===== src/rtl/gm64_pkg.sv =====
// rtl/gm64_pkg.sv - shared gm64 types and widths for the PSRAM arbiter
package gm64_pkg;

  localparam int PSRAM_ADDR_W = 24;
  localparam int PSRAM_DATA_W = 8;

  typedef enum logic [2:0] {
    ARB_IDLE,
    ARB_ISSUE,
    ARB_WAIT_BUSY,
    ARB_WAIT_DONE,
    ARB_ACK
  } arb_state_e;

  typedef enum bit [1:0] {
    OWNER_NONE = 2'd0,
    OWNER_VIC  = 2'd1,
    OWNER_CPU  = 2'd2,
    OWNER_AUX  = 2'd3
  } owner_e;

  // Debug border colour per bus owner, driven from o_owner
  typedef enum logic [1:0] {
    COLOR_BLACK = 2'd0,
    COLOR_BLUE  = 2'd1,
    COLOR_GREEN = 2'd2,
    COLOR_RED   = 2'd3
  } color_e;

endpackage


===== src/rtl/psram_prio_select.sv =====
// rtl/psram_prio_select.sv - fixed-priority winner pick with AUX starvation override
module psram_prio_select
  import gm64_pkg::*;
(
  input  logic   vic_req,
  input  logic   cpu_req,
  input  logic   aux_req,
  input  logic   aux_force,
  output owner_e winner
);

  // VIC > CPU > AUX, unless AUX has been passed over too many times
  always_comb begin
    winner = OWNER_NONE;
    if (aux_req && aux_force) begin
      winner = OWNER_AUX;
    end else if (vic_req) begin
      winner = OWNER_VIC;
    end else if (cpu_req) begin
      winner = OWNER_CPU;
    end else if (aux_req) begin
      winner = OWNER_AUX;
    end
  end

endmodule


===== src/rtl/psram_arbiter.sv =====
// rtl/psram_arbiter.sv - shares memCtrl between VIC, CPU and AUX requesters
module psram_arbiter
  import gm64_pkg::*;
#(
  parameter int ADDR_W       = PSRAM_ADDR_W,
  parameter int DATA_W       = PSRAM_DATA_W,
  parameter int TIMEOUT      = 1023,
  parameter int STARVE_LIMIT = 15
) (
  input  logic              clkSys,
  input  logic              reset,
  input  logic              i_vic_req,
  input  logic              i_cpu_req,
  input  logic              i_aux_req,
  input  logic              i_vic_write,
  input  logic              i_cpu_write,
  input  logic              i_aux_write,
  input  logic [ADDR_W-1:0] i_vic_addr,
  input  logic [ADDR_W-1:0] i_cpu_addr,
  input  logic [ADDR_W-1:0] i_aux_addr,
  input  logic [DATA_W-1:0] i_vic_wdata,
  input  logic [DATA_W-1:0] i_cpu_wdata,
  input  logic [DATA_W-1:0] i_aux_wdata,
  output logic              o_vic_ack,
  output logic              o_cpu_ack,
  output logic              o_aux_ack,
  output logic [DATA_W-1:0] o_rdata,
  output logic              o_err,
  output logic              o_mem_cs_n,
  output logic              o_mem_write,
  output logic [ADDR_W-1:0] o_mem_addr,
  output logic [DATA_W-1:0] o_mem_wdata,
  input  logic [DATA_W-1:0] i_mem_rdata,
  input  logic              i_mem_busy,
  input  logic              i_mem_ready,
  output logic [1:0]        o_owner
);

  localparam int TCNT_W = $clog2(TIMEOUT + 1);
  localparam int SCNT_W = $clog2(STARVE_LIMIT + 1);

  arb_state_e          state;
  owner_e              owner_q;
  owner_e              winner;
  logic [TCNT_W-1:0]   tcnt;
  logic [SCNT_W-1:0]   starve;
  logic                aux_force;
  logic                tcnt_max;
  logic                done_ok;
  logic                timed_out;
  logic                sel_write;
  logic [ADDR_W-1:0]   sel_addr;
  logic [DATA_W-1:0]   sel_wdata;

  assign aux_force = (starve == SCNT_W'(STARVE_LIMIT));
  assign tcnt_max  = (tcnt == TCNT_W'(TIMEOUT));
  assign o_owner   = owner_q;

  psram_prio_select u_prio (
    .vic_req   (i_vic_req),
    .cpu_req   (i_cpu_req),
    .aux_req   (i_aux_req),
    .aux_force (aux_force),
    .winner    (winner)
  );

  // Route the winning requester's command fields toward memCtrl
  always_comb begin
    sel_write = 1'b0;
    sel_addr  = '0;
    sel_wdata = '0;
    case (winner)
      OWNER_VIC: begin
        sel_write = i_vic_write;
        sel_addr  = i_vic_addr;
        sel_wdata = i_vic_wdata;
      end
      OWNER_CPU: begin
        sel_write = i_cpu_write;
        sel_addr  = i_cpu_addr;
        sel_wdata = i_cpu_wdata;
      end
      OWNER_AUX: begin
        sel_write = i_aux_write;
        sel_addr  = i_aux_addr;
        sel_wdata = i_aux_wdata;
      end
      default: begin
        sel_write = 1'b0;
      end
    endcase
  end

  // Completion: writes end on busy fall, reads also need ready in that cycle;
  // a phase that overruns TIMEOUT is abandoned but still acked
  always_comb begin
    done_ok   = (state == ARB_WAIT_DONE) && !i_mem_busy && (o_mem_write || i_mem_ready);
    timed_out = ((state == ARB_WAIT_BUSY) || (state == ARB_WAIT_DONE)) && tcnt_max && !done_ok;
  end

  // Transaction sequencer with registered memCtrl/requester outputs
  always_ff @(posedge clkSys) begin
    if (reset) begin
      state       <= ARB_IDLE;
      owner_q     <= OWNER_NONE;
      tcnt        <= '0;
      starve      <= '0;
      o_mem_cs_n  <= 1'b1;
      o_mem_write <= 1'b0;
      o_mem_addr  <= '0;
      o_mem_wdata <= '0;
      o_vic_ack   <= 1'b0;
      o_cpu_ack   <= 1'b0;
      o_aux_ack   <= 1'b0;
      o_rdata     <= '0;
      o_err       <= 1'b0;
    end else begin
      o_vic_ack <= 1'b0;
      o_cpu_ack <= 1'b0;
      o_aux_ack <= 1'b0;
      if (!i_aux_req) begin
        starve <= '0;
      end
      case (state)
        ARB_IDLE: begin
          if (!i_mem_busy && (winner != OWNER_NONE)) begin
            owner_q     <= winner;
            o_mem_cs_n  <= 1'b0;
            o_mem_write <= sel_write;
            o_mem_addr  <= sel_addr;
            o_mem_wdata <= sel_wdata;
            state       <= ARB_ISSUE;
            if (winner == OWNER_AUX) begin
              starve <= '0;
            end else if (i_aux_req && !aux_force) begin
              starve <= starve + 1'b1;
            end
          end
        end
        ARB_ISSUE: begin
          o_mem_cs_n <= 1'b1;
          tcnt       <= '0;
          state      <= ARB_WAIT_BUSY;
        end
        ARB_WAIT_BUSY: begin
          if (!tcnt_max) begin
            tcnt <= tcnt + 1'b1;
          end
          if (!timed_out && i_mem_busy) begin
            state <= ARB_WAIT_DONE;
          end
        end
        ARB_WAIT_DONE: begin
          if (!tcnt_max) begin
            tcnt <= tcnt + 1'b1;
          end
        end
        ARB_ACK: begin
          owner_q <= OWNER_NONE;
          state   <= ARB_IDLE;
        end
        default: begin
          state <= ARB_IDLE;
        end
      endcase
      if (done_ok || timed_out) begin
        state     <= ARB_ACK;
        o_vic_ack <= (owner_q == OWNER_VIC);
        o_cpu_ack <= (owner_q == OWNER_CPU);
        o_aux_ack <= (owner_q == OWNER_AUX);
        if (timed_out) begin
          o_err <= 1'b1;
          if (!o_mem_write) begin
            o_rdata <= '1;
          end
        end else if (!o_mem_write) begin
          o_rdata <= i_mem_rdata;
        end
      end
    end
  end

endmodule


===== config.mk =====
export PLATFORM = sky130hd
export DESIGN_NAME = psram_arbiter
export DESIGN_NICKNAME = d
export VERILOG_FILES = /design/src/rtl/gm64_pkg.sv /design/src/rtl/psram_prio_select.sv /design/src/rtl/psram_arbiter.sv
export SDC_FILE = /design/constraint.sdc
export NUM_CORES = 1
export LEC_CHECK = 0
export ABC_AREA = 1
export CORE_ASPECT_RATIO = 0.9
export CORE_MARGIN = 2
export CORE_UTILIZATION = 50
export CTS_CLUSTER_SIZE = 8
export DETAILED_ROUTE_END_ITERATION = 7
export DONT_BUFFER_PORTS = 1
export GPL_TIMING_DRIVEN = 0
export SETUP_SLACK_MARGIN = 0.4
export SKIP_CTS_REPAIR_TIMING = 1
export SYNTH_ARGS = -nofsm -noshare
export SYNTH_HDL_FRONTEND = slang
export SYNTH_SLANG_ARGS = --single-unit
export TNS_END_PERCENT = 1

===== constraint.sdc =====
create_clock -name clkSys -period 3.16 [get_ports clkSys]
set_input_delay 0.474 -clock clkSys [delete_from_list [all_inputs] [get_ports clkSys]]
set_output_delay 0.474 -clock clkSys [all_outputs]
set_load 0.005 [all_outputs]

-- Word-level counts from Yosys, hierarchy flattened
Index checks and enable logic that the tools add are counted.
- flip-flop bits (word level): 65
- bits of input ports: 114
- word-level logic and storage cells: 93
- $add $sub $neg: 2
- eq/ne operators: 18
- multiplexer cells: 25
- bitwise operators: 3
- reduce and logical (&&, ||, !) cells: 31
- operators with widths (operator ; number):
    $pmux W24 S3 ; 1
    $mux W8 ; 3
    $pmux W8 S3 ; 1
    $mux W4 ; 5
    $pmux W10 S2 ; 1
    $pmux W3 S4 ; 1
    $reduce_and A2 Y1 ; 6
    $add A10 B1 Y10 const B ; 1
    $eq A10 B10 Y1 const B ; 1
    $mux W10 ; 1
    $mux W2 ; 5
    $mux W3 ; 3
    $eq A2 B2 Y1 const B ; 4
    $logic_and A1 B1 Y1 ; 8
    $reduce_bool A2 Y1 ; 4
    $eq A3 B2 Y1 const B ; 2
    $reduce_and A3 Y1 ; 2
    $reduce_or A2 Y1 ; 3
    $add A4 B1 Y4 const B ; 1
    $eq A2 B1 Y1 const B ; 2
    $eq A4 B4 Y1 const B ; 1
    $logic_not A1 Y1 ; 4
    $ne A2 B1 Y1 const B ; 2
    $ne A2 B2 Y1 const B ; 2
    11 further kinds ; 15

-- Longest topological paths before layout
Gate-level depths: netlist (run 1).
- depth after elaboration: 10
- depth in mapped cells: 10
- mapped depth without buffers: 9

-- By module
Synthesis (run 1) repeated with hierarchy kept, for this count alone.
- cells, all modules: 441
- area total of the unflattened synthesis: 3140.5 µm²
- by module, submodules not included (module ; instances ; cells an instance ; area an instance (µm²) ; sequential area each (µm²)):
    psram_arbiter ; 1 ; 434 ; 3111.7 ; 1301.2
    psram_prio_select ; 1 ; 7 ; 28.8 ; 0.0

-- Worst setup path before layout (run 1)
No wires, ideal clock.
- path type: input -> register
- from: input port i_cpu_req
- to: register starve[1]
- library setup time: 115 ps
- arrival time: 1422 ps
- path slack: 1622 ps
- cell stages on the path: 9
- path buffers: 2
- cells stage by stage: buf_2 > nor2_4 > a21oi_2 > nand2_2 > inv_2 > buf_4 > nand3_1 > nand2_1 > nor3_1
- word-level cells in the longest chain between the ends: 7
- ends and longest elaborated chain (what ; line ; source):
    from (decl) ; psram_arbiter.sv:13 ; input logic i_cpu_req,
    $mux W2 * ; psram_prio_select.sv:19 ; end else if (cpu_req) begin
    $mux W2 * ; psram_prio_select.sv:17 ; end else if (vic_req) begin
    $mux W2 * ; psram_prio_select.sv:15 ; if (aux_req && aux_force) begin
    $eq A2 B2 Y1 or $reduce_bool A2 Y1 (tied branches) ; psram_arbiter.sv:133, psram_arbiter.sv:126 ;
    $mux W4 or $logic_and A1 B1 Y1 (tied branches) ; psram_arbiter.sv:133, psram_arbiter.sv:126 ;
    $mux W4 * ; psram_arbiter.sv:126 ; if (!i_mem_busy && (winner != OWNER_NONE)) begin
    $mux W4 * ; psram_arbiter.sv:124 ; case (state)
    to (signal assigned) ; psram_arbiter.sv:136 ; starve <= starve + 1'b1;
    to (decl) ; psram_arbiter.sv:46 ; logic [SCNT_W-1:0] starve;
Mark *: on every way between the ends. The rest lies on a longest branch, timed or not.
A chain may end at the register's enable or synchronous reset.

-- Final worst setup path (run 1)
- from: register tcnt[0]
- to: register o_rdata[1]
- word-level cells in the longest chain between the ends: 5
- ends and longest elaborated chain (what ; line ; source):
    from (decl) ; psram_arbiter.sv:45 ; logic [TCNT_W-1:0] tcnt;
    from (signal assigned) ; psram_arbiter.sv:147 ; tcnt <= tcnt + 1'b1;
    from (signal assigned) ; psram_arbiter.sv:155 ; tcnt <= tcnt + 1'b1;
    $eq A10 B10 Y1 * ; psram_arbiter.sv:56 ; assign tcnt_max = (tcnt == TCNT_W'(TIMEOUT));
    $logic_and A1 B1 Y1 * (2 in series) ; psram_arbiter.sv:98 ; timed_out = ((state == ARB_WAIT_BUSY) || (state == ARB_WAIT_DONE)) && tcnt_max && !done_ok;
    $logic_or A1 B1 Y1 ; psram_arbiter.sv:166 ; if (done_ok || timed_out) begin
    $reduce_and A2 Y1 (no line) ; -- ;
    to (signal assigned) ; psram_arbiter.sv:177 ; o_rdata <= i_mem_rdata;
    to (decl) ; psram_arbiter.sv:27 ; output logic [DATA_W-1:0] o_rdata,
Marks and branches as above.

==> out/qor.yml, run 1 <==
ios: 162
fin_crit_sh_pct: 58.8
layout-drive-gt1-share_pct: 8.69
final_cell_area_um2: 3620
cts_tree: "built"
clk_latency_ns: 0.35
die_w_um: 90.1
n_fill_cell: 679
wl_per_cell_um: 16.8
synth_compound_gate_area_share_pct: 20.6
cts_root_buffer: "clkbuf_8"
yosys.area_share.adder_pct: 0.750
core_um2: 6520
cp-start-kind: "flip-flop"
multi_input_comb_area_um2: 1690
synth-xor-area-share_pct: 0
layout_min_cycle_time_ns: 1.86
status: "complete, no violations"
tightest_slew_ns: 0.558
yosysMostFrequentCell: "nand2_1"
maxCapViolations: 0
rows: 28
cp_data_arrival_time_ns: 2.14
fin_nets: 608
worst-path-max-fanout: 8
hold_viol_final: 0
maxSlewViolCount: 0
power_leakage_nw: 1.48
rsz0062_at_grt: "false"
crit_required_ns: 3.44
area_growth_pct: 8.43
port-buffer-count: 0
finalClockSkew_ns: 0.0110
ir_drop_mv: 0.299
vias: 3393
vias_per_cell: 5.80
synth_area_leaders: "dfxtp_1 (39%), nand3_1 (12%), nand2_1 (9.2%)"
setup-violations-final: 0
power_w: 0.00196
synth_top_family_by_area: "simple AND/OR/NAND/NOR gates"
dp_hpwl_mm: 7.27
post-route-util_pct: 55.5
end_kind: "flip-flop"
postSynthAreaPerCell_um2: 6.94
synth_edf_count: 0
dieArea_um2: 7350
ys_async_sr_fraction_pct: 0
syn_area_um2: 3340
powerDensity_nw_per_um2: 542
grt_max_degree: 11
grt_pass1_wl_mm: 15.3
yosys_register_bits: 65
synthMuxAreaShare_pct: 0
yosysSeqAreaShare_pct: 39.0
maxClockFrequency_mhz: 538
cts_htree_levels: 3
syn_inst: 481
gp_congestion: 0.858
drtAntennaViolNets: 0
synth_top_cell_area_share_pct: 39.0
tns_ns: 0
hp-class: "in2reg"
synth_simple_gate_area_share_pct: 29.2
relSlewSlack_pct: 62.8
seqCellArea_um2: 1300
synth_top_area_cell: "dfxtp_1"
grt_pass1_vias: 3116
ys_top_cells_by_count: "nand2_1 (82), nand3_1 (81), dfxtp_1 (65)"
grtUsageTotal_pct: 26.4
diodes: 0
drtIter0Drc: 188
clk_pin_slew_worst_paths_ns: 0.07
yosysWarnings: 0
grt.overflow.total: 0
start_util_pct: 51.2
synthDistinctLibCells: 29
clockBufferDepth: 2
drc: 0
synth_fp_nets: 597
finalWirelength_mm: 9.86
numClockSinks: 65
drtPass1Iterations: 5
antenna_found_initial: 0
cts_buffers: 9
dpl_cell_area_um2: 3450
floorplan.die.height_um: 81.5
criticalPathCategory: "reg2reg"
synthFlopType: "dfxtp_1"
[placed cells by master (no fill, tap or decap)]
cell type,Yosys,routed
buf_1,1,1
nor4_1,1,1
o21ai_1,10,10
or2_2,1,1
a21oi_2,1,1
clkinvlp_4,0,1
nand3_1,81,81
nor2_1,24,24
clkbuf_1,12,12
nor2_2,1,1
nor2_8,1,1
a31oi_1,34,34
nand4_1,6,6
nor2_4,3,3
o21a_1,1,1
inv_2,1,1
nor3_1,6,6
o21ai_0,38,38
ha_1,2,2
nand2_1,82,82
nand3b_1,1,1
nand2_4,1,1
clkinv_2,0,2
dfxtp_1,65,65
nand2_2,2,2
inv_1,46,46
clkbuf_8,0,11
buf_6,3,3
buf_2,6,6
a21oi_1,42,42
buf_4,8,8
a31o_2,1,1
[metal layers]
layer	vias to the layer above	wire length [µm]	GRT usage, %	part of all wire [%]
met1	1560	3990	30.8	41
met3	27	800	9.17	8.1
met4	0	196	9.23	2.0
li1	1666	-	-	-
met5	-	0	0	0
met2	140	4870	45.9	49
[critical path, cell delays in order, from the launching register on]
cell and delay, ns:
dfxtp_1 0.48, ha_1 0.30, nand3_1 0.13, nor2_1 0.15, nand3_1 0.16, nand2_1 0.16, nand2_1 0.22, a21oi_1 0.18
[registers in the layout (all words and copies together), names as in the netlist]
| name | count |
|---|---|
| o_vic_ack | 1 |
| o_err | 1 |
| starve | 4 |
| o_owner | 2 |
| o_aux_ack | 1 |
| o_mem_cs_n | 1 |
| o_cpu_ack | 1 |
| state | 3 |
| o_mem_addr | 24 |
| o_rdata | 8 |
| tcnt | 10 |
| o_mem_wdata | 8 |
| o_mem_write | 1 |
[stage by stage]
stage          instances  hold WS [ns]  setup slack [ns]
2_1_floorplan        481         0.443              1.62
6_report             585         0.281              1.30
3_5_place_dp         571         0.462              1.28
3_3_place_gp         571         0.457              1.32
4_1_cts              585         0.274              1.30
5_1_grt              585         0.278              1.09
[final cells by class]
class | instances | share of cell area, %
multi-input cells | 339 | 46.6
flip-flops and latches | 65 | 35.9
inverters | 47 | 4.87
plain buffers | 30 | 4.77
clock buffers | 11 | 4.18
well taps | 90 | 3.11
clock inverters | 3 | 0.484
[kinds of logic after synthesis]
group	after synthesis
and+or+nand+nor	210
DFF	65
AOI/OAI and AO/OA	127
adders and majority gates	2
buffers and inverters	77
[path summary, 6_finish.rpt]
path,startpoint,endpoint,slack (ns),cells past startpoint
max,tcnt[0],o_rdata[1],1.30,7
min reg2reg,o_rdata[0],o_rdata[0],0.47,2
max reg2reg,tcnt[0],o_rdata[1],1.30,7
min,i_vic_addr[13],o_mem_addr[13],0.28,2
[where the power goes]
part,switching (W),total (W),internal (W),leakage [nW]
registers,0.0000694,0.000965,0.000896,0.532
clock network,0.000315,0.000631,0.000316,0.0871
logic,0.000237,0.000364,0.000127,0.864
total,0.000622,0.00196,0.00134,1.48
Power figures use the tool's default switching activity.
==> run 2, diff against run 1 <==
- ABC_AREA: 1 -> 0
- PLACE_DENSITY: not set -> 0.68
- clock period: 3.16 -> 1.6 ns (I/O delays scaled with it)
==> out/qor.yml, run 2 <==
final_cell_area_um2: 3730  # +3.1%
maxSlewViolCount: 0  # unchanged
dpl_cell_area_um2: 3330  # -3.6%
status: "finished, violations left"
final_common_cell: "dfxtp_1"
rows: 27  # -3.6%
hold_viol_final: 0  # unchanged
synth_top_cell_area_share_pct: 42.1  # +3.1 points
maxCapViolations: 0  # unchanged
grtUsageTotal_pct: 25.7  # -0.69 points
syn_inst: 365  # -24%
floorplan.die.height_um: 78.6  # -3.6%
hp-class: "in2reg"
yosys_register_bits: 65  # unchanged
fin_nets: 496  # -18%
relSlewSlack_pct: 58.7  # -4.1 points
crit_chain: "nand4_4, or4b_4, a21o_4, a211oi_2"
powerDensity_nw_per_um2: 1090  # +100%
ios: 162  # unchanged
grt_pass1_vias: 2749  # -12%
place_inst: 437  # -23%
drc: 0  # unchanged
numClockSinks: 65  # unchanged
dieArea_um2: 6830  # -7.0%
crit_required_ns: 1.86  # -1.58 ns
cts_htree_levels: 3  # unchanged
cts_tree: "built"
cts_root_buffer: "clkbuf_8"
postSynthAreaPerCell_um2: 8.47  # +22%
syn_area_um2: 3090  # -7.4%
antenna_found_initial: 0  # unchanged
synthFlopType: "dfxtp_1"
diodes: 0  # unchanged
cp_top_family: "simple AND/OR/NAND/NOR gates"
die_w_um: 86.9  # -3.6%
cpPeakStageDelay_ns: 0.56  # +0.08 ns
synth_edf_count: 0  # unchanged
worst-path-max-fanout: 8  # unchanged
yosysWarnings: 0  # unchanged
pre_cts_ws_ns: -0.323  # -1.60 ns
synth_fp_nets: 481  # -19%
cts_buffers: 9  # unchanged
clk_pin_slew_worst_paths_ns: 0.07  # about the same
setup-violations-final: 49  # +49
core_um2: 6050  # -7.2%
gp_congestion: 0.741  # -14%
cp-start-kind: "flip-flop"
wl_per_cell_um: 19.4  # +15%
area_growth_pct: 20.8
yosysSeqAreaShare_pct: 42.1  # +3.1 points
synthDistinctLibCells: 49  # +69%
top_regs: "o_mem_addr: 24 flops, tcnt: 10 flops"
clk_latency_ns: 0.35  # about the same
vias_per_cell: 6.48  # +12%
criticalPathCategory: "reg2reg"
mostFrequentLayoutCells: "dfxtp_1 (58), nor2_1 (46), a21oi_1 (42), a32oi_1 (33), a211oi_1 (31)"
power_leakage_nw: 1.27  # -14%
fin_crit_sh_pct: 107  # +48 points
layout_min_cycle_time_ns: 1.71  # -0.147 ns
worst_hold_slack_ns: 0.0688  # -0.212 ns
start_util_pct: 51.1  # -0.10 points
drtAntennaViolNets: 0  # unchanged
maxClockFrequency_mhz: 584  # +8.6%
finalClockSkew_ns: 0.0113  # +0.000338 ns
worst_slack_ns: -0.111  # -1.41 ns
worst-path-buf-inv: 0  # unchanged
finalWirelength_mm: 8.86  # -10%
rsz0062_at_grt: "true"
grt_pass1_wl_mm: 13.6  # -11%
cp_slowest_cell: "or4b_4"
vias: 2962  # -13%
drtIter0Drc: 107  # -43%
ys_top_cells_by_count: "dfxtp_1 (65), nor2_1 (46), a211oi_1 (43), a21oi_1 (43), a32oi_1 (33)"
clockBufferDepth: 2  # unchanged
ys_async_sr_fraction_pct: 0  # unchanged
violations: "setup timing"
ir_drop_mv: 0.704  # +140%
grt.overflow.total: 0  # unchanged
layout.cells.non_filler: 457  # -22%
yosysMostFrequentCell: "dfxtp_1"
largest_register: "o_mem_addr"
dp_hpwl_mm: 6.52  # -10%
end_kind: "flip-flop"
tightest_slew_ns: 0.620  # +0.0619 ns
cp_data_arrival_time_ns: 1.97  # -0.17 ns
largest_reg_flops: 24  # unchanged
drtPass1Iterations: 4  # -1
port-buffer-count: 0  # unchanged
grt_max_degree: 12  # +1
synth_top_area_cell: "dfxtp_1"
layout-drive-gt1-share_pct: 21.6  # +13 points
synth_area_leaders: "dfxtp_1 (42%), a211oi_1 (10%), a32oi_1 (9.3%)"
-- run 2: cell count changes after synthesis, moves of 33 or more --
| cell | delta |
|---|---|
| a31oi_1 | -33 |
| a32oi_1 | +33 |
| nand2_1 | -71 |
| a211oi_1 | +43 |
| nand3_1 | -74 |
| inv_1 | -33 |
| o21ai_0 | -36 |
-- run 2: through the flow --
stage / total power (W) / util [%] / TNS (ns)
floorplan: 0.00225 / - / 0
global placement: 0.00237 / 55.0 / -10.91
detailed placement: 0.00238 / 55.0 / -11.65
CTS: 0.00404 / 58.9 / -13.11
global route: 0.00426 / 61.7 / -7.94
finish: 0.00408 / 61.7 / -2.22
-- run 2: report_power, final --
| part | internal [W] | switching [W] |
|---|---|---|
| Clock | 0.00104 | 0.000640 |
| Combinational | 0.000243 | 0.000330 |
| Sequential | 0.00173 | 0.0000994 |
-- run 2: per-layer routing --
metal / GRT usage, % / routed length, µm / up-vias / part of all wire, %
li1: - / - / 1423 / -
met5: 0 / 0 / - / 0
met2: 42.7 / 4430 / 120 / 50
met3: 10.3 / 707 / 10 / 8.0
met4: 6.56 / 109 / 0 / 1.2
met1: 30.8 / 3620 / 1409 / 41
-- run 2: worst reg2reg max path, stage by stage (launching register included) --
cell and delay, ns:
dfxtp_1 0.43, nand4_4 0.17, or4b_4 0.56, a21o_4 0.27, a211oi_2 0.19
-- run 2: cell families (layout without fill, tap and decap cells) --
group / Yosys count / after routing / share of synthesized area [%]
compound gates: 142 / 142 / 32.9
simple gates: 106 / 106 / 17.4
flops: 65 / 65 / 42.1
buf+inv: 47 / 67 / 5.99
xor+xnor: 3 / 3 / 0.850
fa+ha+maj: 2 / 2 / 0.809
-- run 2: path summary, 6_finish.rpt --
check | slack [ns] | depth (start not counted) | from | end
worst max-delay path | -0.11 | 4 | tcnt[6] | o_rdata[1]
worst max register to register | -0.11 | 4 | tcnt[6] | o_rdata[1]
worst min register to register | 0.48 | 1 | tcnt[0] | tcnt[0]
worst min-delay path | 0.07 | 2 | reset | tcnt[1]
-- run 2: final cells by class --
type	count	area [µm²]
multi-input combinational	253	1770
clock buffer	11	131
timing repair buffer	4	30.0
inverter	13	48.8
clock inverter	5	104
tap	72	90.1
fill	542	2310
sequential	65	1320
buffer	34	243
